File: config.mk
export PLATFORM = sky130hd
export DESIGN_NAME = shift_word_serializer
export DESIGN_NICKNAME = d
export VERILOG_FILES = /design/src/rtl/shift_word_serializer.sv
export SDC_FILE = /design/constraint.sdc
export NUM_CORES = 1
export LEC_CHECK = 0
export BUFFER_PORTS_ARGS = -buffer_cell sky130_fd_sc_hd__buf_2
export CELL_PAD_IN_SITES_DETAIL_PLACEMENT = 1
export CELL_PAD_IN_SITES_GLOBAL_PLACEMENT = 2
export CORE_MARGIN = 1
export CORE_UTILIZATION = 30
export CTS_BUF_LIST = sky130_fd_sc_hd__clkbuf_16
export DETAILED_ROUTE_END_ITERATION = 16
export GPL_ROUTABILITY_DRIVEN = 0
export PLACE_DENSITY = 0.84
export SYNTH_ARGS = -nofsm -noshare
export SYNTH_HDL_FRONTEND = slang
export SYNTH_SLANG_ARGS = --single-unit
File: constraint.sdc
create_clock -name clk -period 1.9 [get_ports clk]
set_clock_uncertainty 0.2 [all_clocks]
set_input_delay 0.285 -clock clk [delete_from_list [all_inputs] [get_ports clk]]
set_output_delay 0.285 -clock clk [all_outputs]
set_load 0.005 [all_outputs]
File: src/rtl/shift_word_serializer.sv
// Serializer feeding a bidirectional shift register from a valid/ready word stream.
// Three-state FSM: IDLE, SHIFT (one bit per cycle) and DONE (word_valid pulse).
module shift_word_serializer #(
  parameter int   WIDTH     = 4,
  parameter logic IDLE_FILL = 1'b0
) (
  input  logic             clk,
  input  logic             reset,
  input  logic             in_valid,
  input  logic [WIDTH-1:0] in_data,
  input  logic             in_dir,
  output logic             in_ready,
  output logic             ser_bit,
  output logic             ser_shiftR,
  output logic             word_valid,
  output logic             busy
);

  localparam int CW = $clog2(WIDTH);
  localparam logic [CW-1:0] LAST = CW'(WIDTH - 1);

  typedef enum logic [1:0] {
    IDLE,
    SHIFT,
    DONE
  } state_t;

  state_t           state;
  state_t           state_nx;
  logic [CW-1:0]    count;
  logic [CW-1:0]    idx;
  logic [WIDTH-1:0] data_q;
  logic             dir_q;
  logic             accept;

  assign in_ready = ~reset & (state == IDLE | state == DONE);
  assign accept   = in_valid & in_ready;

  always_ff @(posedge clk) begin
    if (reset) begin
      state  <= IDLE;
      count  <= '0;
      data_q <= '0;
      dir_q  <= 1'b0;
    end else begin
      state <= state_nx;
      if (accept) begin
        data_q <= in_data;
        dir_q  <= in_dir;
        count  <= '0;
      end else if (state == SHIFT && count != LAST) begin
        count <= count + 1'b1;
      end
    end
  end

  always_comb begin
    state_nx = state;
    unique case (state)
      IDLE:    if (accept) state_nx = SHIFT;
      SHIFT:   if (count == LAST) state_nx = DONE;
      DONE:    state_nx = accept ? SHIFT : IDLE;
      default: state_nx = IDLE;
    endcase
  end

  // Right shift enters at the MSB, so it must see the LSB first.
  assign idx = dir_q ? count : LAST - count;

  always_comb begin
    ser_bit    = IDLE_FILL;
    ser_shiftR = 1'b0;
    word_valid = 1'b0;
    busy       = 1'b0;
    unique case (state)
      SHIFT: begin
        ser_bit    = data_q[idx];
        ser_shiftR = dir_q;
        busy       = 1'b1;
      end
      DONE: begin
        ser_shiftR = dir_q;
        word_valid = 1'b1;
      end
      default: ;
    endcase
  end

endmodule

==> impl_metrics.json <==
{
  "clk_latency_ns": 0.24,
  "cp-end-kind": "primary output",
  "syn_to_final_growth_pct": 24.5,
  "grt_pass1_wl_um": 2420,
  "hold_depth": 3,
  "nNetsFinal": 89,
  "fmax_mhz": 548,
  "grt_pass1_vias": 501,
  "crit_arrival_ns": 1.34,
  "post_drt_via_cell_ratio": 5.03,
  "syn_area_per_cell_um2": 9.08,
  "fin_crit_ns": 1.82,
  "wl_um": 1520,
  "start_util": 0.324,
  "dp_hpwl_um": 942,
  "final_common_cell": "buf_2",
  "setup_slack_ns": 0.0760,
  "wl_per_cell_um": 15.2,
  "ys.warnings.count": 0,
  "outcome": "finished, final reports clean",
  "hold_class": "input pin to flop",
  "min_from": "in_data[1]",
  "grt_usage": 0.176,
  "cts_buffer_depth": 2,
  "antenna_cells": 0,
  "grt_max_degree": 11,
  "final_hold_viol_count": 0,
  "cts.sinks": 9,
  "io_pins": 13,
  "finalSetupViolCount": 0,
  "rsz0062_at_grt": "no",
  "min_period_over_period": 0.960,
  "fp.dieW_um": 45.7,
  "dp.cells": 96,
  "clkTransAtPathRegs_ns": 0.04,
  "postCtsSetupRepairBufs": 0,
  "start_kind": "flop",
  "vias": 503,
  "worstMarginPinSlew_ns": 0.216,
  "leakagePower_nw": 0.311,
  "synth_fp_nets": 76,
  "gr-total-overflow": 0,
  "core-area_um2": 1760,
  "ys_types": 26,
  "synth_top_area_frac": 0.315,
  "yosys_register_bits": 9,
  "yosys-top-cells-area": "dfxtp_1 32%, ha_1 11%, nand2b_1 7.7%",
  "reg2reg_depth": 5,
  "portBuffers": 12,
  "rrSetupSlack_ns": 0.28,
  "preCtsSetupSlack_ns": 0.284,
  "whs_endpoint": "data_q[1]",
  "p_per_area_nw_per_um2": 928,
  "h-tree-depth": 1,
  "mostFrequentLayoutCells": "12 x buf_2, 7 x nand2b_1, 6 x dfxtp_1",
  "vdd_drop_max_uv": 495,
  "netlist_instances": 63,
  "cts_buffers": 3,
  "crit_type": "flop to primary output",
  "regToRegEndpoint": "count[0]",
  "maxCapViolations": 0,
  "fillers": 232,
  "synth_top_area_cell": "dfxtp_1",
  "cp_max_fo": 8,
  "row_count": 15,
  "cts_tree": "built",
  "die-area_um2": 2080,
  "fin_cells": 100,
  "first_pass_iters": 4,
  "initialDrtViolationCount": 10,
  "clock-root-buffer": "clkbuf_16",
  "syn_area_um2": 572,
  "required_ns": 1.41,
  "ant_nets": 0,
  "setup-tns-final_ns": 0,
  "relSlewSlack": 0.856,
  "r2r-start": "state[1]",
  "drive_above_1_share": 0.307,
  "slew_viol_final": 0,
  "drc_errors": 0,
  "antenna_found_initial": 0,
  "die_h_um": 45.7,
  "synth-seq-area-share": 0.315
}
[cell families after synthesis]
| kind of cell | Yosys count | synth area share |
|---|---|---|
| AOI/OAI and AO/OA | 15 | 0.155 |
| and+or+nand+nor | 25 | 0.306 |
| xor gates and xnor gates | 1 | 0.0153 |
| muxes | 1 | 0.0175 |
| adders and majority gates | 5 | 0.109 |
| DFF | 9 | 0.315 |
| buffers and inverters | 7 | 0.0810 |
[state kept, by name, indices dropped and copies added (netlist names)]
| name | count |
|---|---|
| state | 2 |
| count | 2 |
| data_q | 4 |
| dir_q | 1 |
[worst max path at each step]
stage	cells after the start	end	slack (ns)	start
floorplan	7	count[0]	0.31	state[0]
global placement	4	ser_bit	0.30	count[0]
detailed placement	4	ser_bit	0.28	count[0]
CTS	4	ser_bit	0.006	count[0]
global route	4	in_ready	0.02	state[0]
finish	4	in_ready	0.08	state[1]
[power breakdown]
| part | switching (W) | internal, W |
|---|---|---|
| Combinational | 0.0000331 | 0.0000306 |
| Clock | 0.000104 | 0.000278 |
| Sequential | 0.0000130 | 0.000202 |
| Total | 0.000150 | 0.000511 |
[cells in the mapped netlist, drive strengths merged]
library cell and count:
nand3 5, inv 3, nor3 2, nand2b 7, mux2i 1, dfxtp 9, ha 5, and3 1
a211oi 1, nand4b 1, a41oi 1, a21oi 2, o21ba 1, and2 2, nor3b 4, and3b 3
o21ai 9, a21o 1, buf 4, xnor2 1
[through the flow]
| step | hold slack, ns | total power, W | area (µm²) | utilization |
|---|---|---|---|---|
| floorplan | 0.222 | 0.000262 | 572 | - |
| global placement | 0.264 | 0.000276 | 628 | 0.356 |
| detailed placement | 0.270 | 0.000278 | 628 | 0.356 |
| CTS | 0.0727 | 0.000662 | 708 | 0.401 |
| global route | 0.0888 | 0.000684 | 712 | 0.404 |
| finish | 0.0686 | 0.000661 | 712 | 0.404 |
[what timing repair did]
action,in CTS,in global routing
setup endpoints to repair,0,2
hold buffers,0,0
gates resized for setup,0,4
[critical path, stage by stage, from the launching register on]
cell and delay (ns):
dfxtp_1 0.39, inv_1 0.09, ha_1 0.21, o21ba_2 0.26
buf_2 0.14
[metal layers]
layer | up-vias | routed length (µm) | global-route usage
met5 | - | 0 | 0
met4 | 0 | 31 | 0.127
met3 | 2 | 43 | 0.0357
met2 | 7 | 708 | 0.257
met1 | 248 | 733 | 0.227
li1 | 246 | - | -
[cell type report]
cell class	count	area (µm²)	share of cell area
inverter	3	11.3	0.0158
clock inverter	1	5.00	0.00703
clock buffer	3	75.1	0.105
sequential	9	184	0.258
timing repair buffer	12	60.1	0.0844
multi-input combinational	47	345	0.485
tap	25	31.3	0.0439
No activity file was read; power rests on OpenSTA's default activity.
